[config.mk]
export PLATFORM = sky130hd
export DESIGN_NAME = sync_fifo_flags_flat
export DESIGN_NICKNAME = d
export VERILOG_FILES = /design/src/rtl/sync_fifo_flags_if.sv /design/src/rtl/sync_fifo_flags.sv /design/src/flat_wrapper.sv
export SDC_FILE = /design/constraint.sdc
export NUM_CORES = 1
export LEC_CHECK = 0
export BUFFER_PORTS_ARGS = -buffer_cell sky130_fd_sc_hd__buf_2
export CAP_MARGIN = 20
export CORE_MARGIN = 2
export CORE_UTILIZATION = 54
export DETAILED_ROUTE_END_ITERATION = 8
export PLACE_DENSITY = 0.74
export SYNTH_ARGS = -nofsm -noshare
export SYNTH_HDL_FRONTEND = slang
export SYNTH_SLANG_ARGS = --single-unit
[constraint.sdc]
create_clock -name clk -period 3.13 [get_ports clk]
set_clock_uncertainty 0.15 [all_clocks]
set_input_delay 0.313 -clock clk [delete_from_list [all_inputs] [get_ports clk]]
set_output_delay 0.313 -clock clk [all_outputs]
set_load 0.01 [all_outputs]
[src/rtl/sync_fifo_flags_if.sv]
// rtl/sync_fifo_flags_if.sv - handshake, data and status bundle for sync_fifo_flags
interface sync_fifo_flags_if #(
  parameter int DEPTH = 8,
  parameter int WIDTH = 16
);
  localparam int CW = $clog2(DEPTH) + 1;

  logic             flush;
  logic             clr_err;
  logic             w_en;
  logic [WIDTH-1:0] data_in;
  logic             full;
  logic             almost_full;
  logic             r_en;
  logic [WIDTH-1:0] data_out;
  logic             empty;
  logic             almost_empty;
  logic [CW-1:0]    count;
  logic             overflow;
  logic             underflow;

  modport master (
    output flush, clr_err, w_en, data_in, r_en,
    input  full, almost_full, data_out, empty, almost_empty, count, overflow, underflow
  );

  modport slave (
    input  flush, clr_err, w_en, data_in, r_en,
    output full, almost_full, data_out, empty, almost_empty, count, overflow, underflow
  );
endinterface

[src/rtl/sync_fifo_flags.sv]
// rtl/sync_fifo_flags.sv - synchronous FIFO with flags; define SYNC_FIFO_FWFT_EN for first-word-fall-through
module sync_fifo_flags #(
  parameter int DEPTH     = 8,
  parameter int WIDTH     = 16,
  parameter int AFULL_TH  = DEPTH - 2,
  parameter int AEMPTY_TH = 1
) (
  input  logic                clk,
  input  logic                rstn,
  sync_fifo_flags_if.slave    bus
);
  localparam int AW = $clog2(DEPTH);
  localparam int PW = AW + 1;

  logic [WIDTH-1:0] mem [DEPTH];

  logic [PW-1:0] wr_ptr_q, wr_ptr_d;
  logic [PW-1:0] rd_ptr_q, rd_ptr_d;
  logic [PW-1:0] count_q, count_d;
  logic          overflow_q, overflow_d;
  logic          underflow_q, underflow_d;

  logic          full;
  logic          empty;
  logic          wr_acc;
  logic          rd_acc;
  logic [AW-1:0] wr_idx;
  logic [AW-1:0] rd_idx;

  // Status decoded purely from registered pointers and count; the pointer MSB splits full from empty
  always_comb begin
    wr_idx = wr_ptr_q[AW-1:0];
    rd_idx = rd_ptr_q[AW-1:0];
    empty  = (wr_ptr_q == rd_ptr_q);
    full   = (wr_idx == rd_idx) && (wr_ptr_q[AW] != rd_ptr_q[AW]);
    wr_acc = bus.w_en & ~full & ~bus.flush;
    rd_acc = bus.r_en & ~empty & ~bus.flush;
  end

  assign bus.full         = full;
  assign bus.empty        = empty;
  assign bus.count        = count_q;
  assign bus.almost_full  = (count_q >= PW'(AFULL_TH));
  assign bus.almost_empty = (count_q <= PW'(AEMPTY_TH));
  assign bus.overflow     = overflow_q;
  assign bus.underflow    = underflow_q;

  // Next-state for pointers, occupancy and sticky errors; flush freezes the error flags
  always_comb begin
    wr_ptr_d    = wr_ptr_q;
    rd_ptr_d    = rd_ptr_q;
    count_d     = count_q;
    overflow_d  = overflow_q;
    underflow_d = underflow_q;
    if (bus.flush) begin
      wr_ptr_d = '0;
      rd_ptr_d = '0;
      count_d  = '0;
    end else begin
      if (wr_acc) wr_ptr_d = wr_ptr_q + PW'(1);
      if (rd_acc) rd_ptr_d = rd_ptr_q + PW'(1);
      case ({wr_acc, rd_acc})
        2'b10:   count_d = count_q + PW'(1);
        2'b01:   count_d = count_q - PW'(1);
        default: count_d = count_q;
      endcase
      overflow_d  = (overflow_q  & ~bus.clr_err) | (bus.w_en & full);
      underflow_d = (underflow_q & ~bus.clr_err) | (bus.r_en & empty);
    end
  end

  // Control state register with asynchronous clear
  always_ff @(posedge clk or negedge rstn) begin
    if (!rstn) begin
      wr_ptr_q    <= '0;
      rd_ptr_q    <= '0;
      count_q     <= '0;
      overflow_q  <= 1'b0;
      underflow_q <= 1'b0;
    end else begin
      wr_ptr_q    <= wr_ptr_d;
      rd_ptr_q    <= rd_ptr_d;
      count_q     <= count_d;
      overflow_q  <= overflow_d;
      underflow_q <= underflow_d;
    end
  end

  // Storage array is never reset; discarding entries is done by clearing the pointers
  always_ff @(posedge clk) begin
    if (wr_acc) mem[wr_idx] <= bus.data_in;
  end

`ifdef SYNC_FIFO_FWFT_EN
  // Head entry is presented directly whenever the FIFO holds data
  assign bus.data_out = empty ? '0 : mem[rd_idx];
`else
  logic [WIDTH-1:0] data_out_q, data_out_d;

  // Output register loads the head entry on an accepted read and holds otherwise
  always_comb begin
    data_out_d = data_out_q;
    if (bus.flush)   data_out_d = '0;
    else if (rd_acc) data_out_d = mem[rd_idx];
  end

  // Read data register with asynchronous clear
  always_ff @(posedge clk or negedge rstn) begin
    if (!rstn) data_out_q <= '0;
    else       data_out_q <= data_out_d;
  end

  assign bus.data_out = data_out_q;
`endif

endmodule

[src/flat_wrapper.sv]
// flat-port wrapper written by rule: the top's interface ports become plain ports
module sync_fifo_flags_flat 
#(
  parameter int DEPTH     = 8,
  parameter int WIDTH     = 16,
  parameter int AFULL_TH  = DEPTH - 2,
  parameter int AEMPTY_TH = 1
)
  (clk, rstn, bus_flush, bus_clr_err, bus_w_en, bus_data_in, bus_r_en, bus_full, bus_almost_full, bus_data_out, bus_empty, bus_almost_empty, bus_count, bus_overflow, bus_underflow);
  sync_fifo_flags_if #(.DEPTH(DEPTH), .WIDTH(WIDTH)) bus_i ();
  input  logic clk;
  input  logic rstn;
  input wire logic [$bits(bus_i.flush)-1:0] bus_flush;
  input wire logic [$bits(bus_i.clr_err)-1:0] bus_clr_err;
  input wire logic [$bits(bus_i.w_en)-1:0] bus_w_en;
  input wire logic [$bits(bus_i.data_in)-1:0] bus_data_in;
  input wire logic [$bits(bus_i.r_en)-1:0] bus_r_en;
  output wire logic [$bits(bus_i.full)-1:0] bus_full;
  output wire logic [$bits(bus_i.almost_full)-1:0] bus_almost_full;
  output wire logic [$bits(bus_i.data_out)-1:0] bus_data_out;
  output wire logic [$bits(bus_i.empty)-1:0] bus_empty;
  output wire logic [$bits(bus_i.almost_empty)-1:0] bus_almost_empty;
  output wire logic [$bits(bus_i.count)-1:0] bus_count;
  output wire logic [$bits(bus_i.overflow)-1:0] bus_overflow;
  output wire logic [$bits(bus_i.underflow)-1:0] bus_underflow;
  assign bus_i.flush = bus_flush;
  assign bus_i.clr_err = bus_clr_err;
  assign bus_i.w_en = bus_w_en;
  assign bus_i.data_in = bus_data_in;
  assign bus_i.r_en = bus_r_en;
  assign bus_full = bus_i.full;
  assign bus_almost_full = bus_i.almost_full;
  assign bus_data_out = bus_i.data_out;
  assign bus_empty = bus_i.empty;
  assign bus_almost_empty = bus_i.almost_empty;
  assign bus_count = bus_i.count;
  assign bus_overflow = bus_i.overflow;
  assign bus_underflow = bus_i.underflow;
  sync_fifo_flags #(.DEPTH(DEPTH), .WIDTH(WIDTH), .AFULL_TH(AFULL_TH), .AEMPTY_TH(AEMPTY_TH)) u_core (.clk(clk), .rstn(rstn), .bus(bus_i));
endmodule
# Word-level counts from Yosys, hierarchy flattened

Memories as Yosys holds them, arrays and structs flattened.
Index checks and enable logic that the tools add are counted.
W data, S select, Z words.

$lt $le $gt $ge: 2
Add/sub/neg operators: 4
Bitwise gates (word level): 14
Mux-type cells: 10
Equal/unequal tests: 5
Reduce and logical (&&, ||, !) cells: 4

Operators with widths:

| kind                  | count |
|---|---|
| $mux W16              | 2 |
| $mux W4               | 5 |
| $add A4 B1 Y4 const B | 3 |
| $and A1 B1 Y1         | 8 |
| $pmux W4 S2           | 1 |
| $eq A4 B4 Y1          | 1 |
| $ge A4 B3 Y1 const B  | 1 |
| $le A4 B1 Y1 const B  | 1 |
| $not A1 Y1            | 4 |
| $reduce_bool A2 Y1    | 2 |
| $sub A4 B1 Y4 const B | 1 |
| $eq A3 B3 Y1          | 1 |
| $reduce_bool A3 Y1    | 1 |
| $eq A2 B1 Y1 const B  | 1 |
| $eq A2 B2 Y1 const B  | 1 |
| $mux W1               | 2 |
| $or A1 B1 Y1          | 2 |
| $logic_and A1 B1 Y1   | 1 |
| $ne A1 B1 Y1          | 1 |

Bits in writable memories: 128
Word-level logic and storage cells: 46
Input port bits: 22
Output and inout port bits: 26
Memories: 1
Register bits after elaboration: 30

Memories:

| memory     | words | width | rd ports | clocked after Yosys merged registers in | write ports | RTL line              | source |
|---|---|---|---|---|---|---|---|
| u_core.mem | 8     | 16    | 1        | 0                                       | 1           | sync_fifo_flags.sv:15 | `logic [WIDTH-1:0] mem [DEPTH];` |

# Depth between registers and ports, before layout

Depth in word-level cells: 8
Mapped depth: 7

# Least setup slack after synthesis

No wires, ideal clock.

Kind: register to register
Start: reg u_core.rd_ptr_q[0]
End: mem u_core.mem[0][0], enable pin
Required time: 2.571 ns
Slack: 0.009 ns
Data arrival time: 2.562 ns
Setup time: 0.409 ns
Stages on the path, launching flop included: 7
Cell sequence: dfrtp_1 > buf_4 > xnor2_2 > nand4_1 > inv_1 > or3_1 > nor3_1

Word-level cells in the longest chain between the ends: 7

RTL lines:

| what                          | RTL line              | source |
|---|---|---|
| start: declaration            | sync_fifo_flags.sv:18 | `logic [PW-1:0] rd_ptr_q, rd_ptr_d;` |
| start signal: assignment      | sync_fifo_flags.sv:82 | `rd_ptr_q <= rd_ptr_d;` |
| $eq A3 B3 Y1                  | sync_fifo_flags.sv:35 | `full = (wr_idx == rd_idx) && (wr_ptr_q[AW] != rd_ptr_q[AW]);` |
| $logic_and A1 B1 Y1           | sync_fifo_flags.sv:35 |  |
| via bus_full                  | flat_wrapper.sv:18    | `output wire logic [$bits(bus_i.full)-1:0] bus_full;` |
| $not A1 Y1                    | sync_fifo_flags.sv:36 | `wr_acc = bus.w_en & ~full & ~bus.flush;` |
| $and A1 B1 Y1 (2 in a row)    | sync_fifo_flags.sv:36 |  |
| $mux W1                       | sync_fifo_flags.sv:91 | `if (wr_acc) mem[wr_idx] <= bus.data_in;` |
| $mux W1 (implied by the code) | sync_fifo_flags.sv:91 |  |
| end: declaration              | sync_fifo_flags.sv:15 |  |

The timed path passes the listed nets, and every way through them passes these cells.

# Final worst setup path

Start: reg u_core.wr_ptr_q[2]
End: mem u_core.mem[0][3], enable pin

Word-level cells in the longest chain between the ends: 7

RTL lines:

| what                          | RTL line              | source |
|---|---|---|
| start: declaration            | sync_fifo_flags.sv:17 | `logic [PW-1:0] wr_ptr_q, wr_ptr_d;` |
| start signal: assignment      | sync_fifo_flags.sv:81 | `wr_ptr_q <= wr_ptr_d;` |
| $eq A3 B3 Y1                  | sync_fifo_flags.sv:35 |  |
| $logic_and A1 B1 Y1           | sync_fifo_flags.sv:35 |  |
| $not A1 Y1                    | sync_fifo_flags.sv:36 |  |
| $and A1 B1 Y1 (2 in a row)    | sync_fifo_flags.sv:36 |  |
| $mux W1                       | sync_fifo_flags.sv:91 |  |
| $mux W1 (implied by the code) | sync_fifo_flags.sv:91 |  |

Several ways; a longest one is shown, not always the timed one.

==> results.sh <==
export IMPL_status="completed"
export IMPL_drcViolationCount=0
export IMPL_post_route_min_period_ns=2.422
export IMPL_ys_top_cells_by_area="edfxtp_1, dfrtp_1, mux4_2, mux2i_1, nand2_1"
export IMPL_synth_avg_cell_area_um2=17.78
export IMPL_yosys_area_top_type="edfxtp_1"
export IMPL_holdPathEnd="u_core.mem[7][0]"
export IMPL_clk_pin_slew_ns=0.06
export IMPL_hp_start="bus_data_in[0]"
export IMPL_max_freq_mhz=412.8
export IMPL_ys_warn_count=0
export IMPL_gp_congestion=0.8365
export IMPL_globalRouteTotalUtil_pct=20.55
export IMPL_max_stage_delay_ns=0.50
export IMPL_clk_latency_ns=0.42
export IMPL_post_synth_fa_ha_maj_area_fraction_pct=1.180
export IMPL_worstSetupPathType="flop to flop"
export IMPL_synthSimpleGateAreaFrac_pct=5.348
export IMPL_setup_ws_ns=0.7078
export IMPL_overflow=0
export IMPL_max_cap_violations=0
export IMPL_syn_num_nets=386
export IMPL_routed_wl_um=11940
export IMPL_place_inst=547
export IMPL_grt_pass1_wl_um=18900
export IMPL_antenna_found_initial=1
export IMPL_grt_pass1_vias=3496
export IMPL_diodes=0
export IMPL_tightestPinTransition_ns=0.7626
export IMPL_ys_ff_latch=158
export IMPL_relSlewSlack_pct=49.16
export IMPL_period_share_pct=77.39
export IMPL_first_pass_iters=5
export IMPL_cts_buffers_inserted=17
export IMPL_p_total_mw=5.205
export IMPL_core_um2=11470
export IMPL_synth_compound_area_share_pct=3.323
export IMPL_initial_core_util_pct=55.49
export IMPL_synth_ff_type="edfxtp_1"
export IMPL_synthToLayoutAreaGrowth_pct=16.83
export IMPL_synth_async_reset_ratio_pct=18.99
export IMPL_worst_ep_arrival_time_ns=2.37
export IMPL_ioPinCount=48
export IMPL_setup_violations=0
export IMPL_crit_chain="xnor2_2 -> nand4_1 -> inv_1 -> or3_1 -> nor3_2 -> buf_4"
export IMPL_seq_area_frac_synth_pct=72.20
export IMPL_vias=3382
export IMPL_crit_path_start_kind="flop"
export IMPL_vias_per_cell=5.811
export IMPL_ys_types=38
export IMPL_fp_dieW_um=112.6
export IMPL_synth_top_family_by_area="multiplexers"
export IMPL_utilization_pct=64.83
export IMPL_root_buffer="clkbuf_16"
export IMPL_r2r_start="u_core.wr_ptr_q[2]"
export IMPL_pwr_density_cell_nw_per_um2=700.1
export IMPL_yosysTopAreaCellShare_pct=60.40
export IMPL_pre_cts_ws_ns=0.7587
export IMPL_reg2reg_depth=6
export IMPL_drive_gt1_share_pct=30.52
export IMPL_die_area_um2=12670
export IMPL_h_tree_depth=4
export IMPL_peakVddDrop_mv=0.4783
export IMPL_nNetsFinal=454
export IMPL_cts_buffer_depth=2
export IMPL_hp_class="input pin to flop"
export IMPL_netlist_instances=358
export IMPL_clock_sinks=158
export IMPL_rows=39
export IMPL_antenna_left=0
export IMPL_rsz0062_at_grt="no"
export IMPL_syn_area_um2=6364
export IMPL_dp_hpwl_um=7189
export IMPL_drv_slew=0
export IMPL_nFillCells=761
export IMPL_cp_max_fo=16
export IMPL_synth_xor_area_share_pct=2.006
export IMPL_synth_edff_count=128
export IMPL_grt_max_degree=36
export IMPL_hold_viol_final=0
export IMPL_port_buffers=47
export IMPL_cts_tree="built"
export IMPL_r2r_setup_slack_ns=0.71
export IMPL_synthMuxAreaShare_pct=14.16
export IMPL_drt_initial_drc_count=272
export IMPL_dieHeight_um=112.6
export IMPL_hold_depth=1
export IMPL_setup_tns_ns=0
export IMPL_r2r_end="u_core.mem[0][3]"
export IMPL_fin_cells=582
export IMPL_p_leak_nw=2.669
export IMPL_end_kind="flop"
export IMPL_wl_per_cell_um=20.52
export IMPL_cp_slowest_cell="dfrtp_1"
export IMPL_cts_resized=0
export IMPL_critPathRequiredTime_ns=3.07
## cells in the final DEF, fill, tap and decap left out, drive strengths merged, types with 2 or more instances in the layout
cell type | Yosys | final
a211o | 2 | 2
a21oi | 3 | 3
and2 | 3 | 3
buf | 11 | 64
bufinv | 0 | 2
clkbuf | 7 | 19
clkinv | 0 | 6
clkinvlp | 0 | 4
dfrtp | 30 | 30
dlygate4sd3 | 0 | 3
edfxtp | 128 | 128
ha | 6 | 6
inv | 7 | 8
mux2i | 18 | 18
mux4 | 32 | 32
nand2 | 31 | 31
nand2b | 4 | 4
nand3 | 5 | 5
nand4 | 3 | 3
nor2 | 14 | 14
nor3 | 3 | 3
o21ai | 22 | 22
o31ai | 2 | 2
or3 | 6 | 6
xnor2 | 5 | 5
xor2 | 7 | 7
## worst max-delay path, delay by kind of cell (launching register included)
kind,cells,cell delay [ns]
flip-flops,1,0.50
XOR/XNOR,1,0.22
AND/OR/NAND/NOR,3,0.83
buffers and inverters,2,0.40
## report_power, final
| part | switching [mW] | total [mW] | internal, mW |
|---|---|---|---|
| clock | 0.800 | 1.98 | 1.17 |
| sequential | 0.0819 | 2.45 | 2.37 |
| combinational | 0.412 | 0.780 | 0.367 |
## registers in the layout, indices dropped and copies added, names as in the netlist
name	cells
u_core.bus.count	4
u_core.wr_ptr_q	4
u_core.bus.underflow	1
u_core.mem	128
u_core.bus.data_out	16
u_core.bus.overflow	1
u_core.rd_ptr_q	4
## timing repair
item                                   CTS  global route
endpoints found under the hold margin   44             0
setup buffers                            0             0
hold buffers                             3             0
## cells by family (layout without fill, tap and decap cells)
| group | Yosys count | count (layout) |
|---|---|---|
| xor+xnor | 12 | 12 |
| compound gates | 34 | 34 |
| fa+ha+maj | 6 | 6 |
| mux | 50 | 50 |
| flops | 158 | 158 |
| simple gates | 73 | 73 |
| buf+inv | 25 | 106 |
## stage by stage
stage	instance area, um2	hold slack, ns
floorplan	6364	-0.1326
global placement	6829	0.2579
detailed placement	6829	0.2933
CTS	7435	0.003846
global route	7435	0.009165
finish	7435	0.01756
## synthesized netlist by cell type (2+ instances only)
cell        n
nor3_1      3
ha_1        6
nand2b_1    4
mux4_2     32
buf_2       7
o21ai_1     3
clkbuf_1    7
buf_1       2
xnor2_2     3
nand2_1    31
dfrtp_1    30
xnor2_1     2
or3_1       6
o31ai_1     2
nand4_1     3
nand3_1     5
mux2i_1    18
xor2_1      7
inv_1       7
a211o_1     2
and2_1      3
o21ai_0    19
nor2_1     13
edfxtp_1  128
a21oi_1     2
## metal layers
layer	vias to the layer above	track usage, %	part of all wire (%)
met1	1715	26.26	41
met2	119	32.93	52
met4	4	9.675	1.7
met5	-	0	0.16
li1	1525	-	-
met3	19	5.832	5.3
## worst max path at each step
| stage | endpoint | depth (start not counted) | from |
|---|---|---|---|
| after floorplan | u_core.mem[0][0] | 6 | u_core.rd_ptr_q[0] |
| after global placement | u_core.mem[0][0] | 6 | u_core.wr_ptr_q[2] |
| after detailed placement | u_core.mem[0][0] | 6 | u_core.wr_ptr_q[2] |
| after CTS | u_core.mem[0][3] | 6 | u_core.wr_ptr_q[2] |
| after global routing | u_core.mem[2][2] | 6 | u_core.wr_ptr_q[2] |
| final | u_core.mem[0][3] | 6 | u_core.wr_ptr_q[2] |
## area by class of cell
cell class	count	area [um2]	share of cell area, %
Clock buffer	19	432.9	5.823
Clock inverter	13	142.6	1.919
Inverter	7	26.28	0.3534
Multi-Input combinational cell	175	1665	22.40
Sequential cell	158	4596	61.81
Tap cell	143	178.9	2.407
Timing Repair Buffer	67	392.9	5.284
Note: power is estimated with default switching activity, not from simulation.
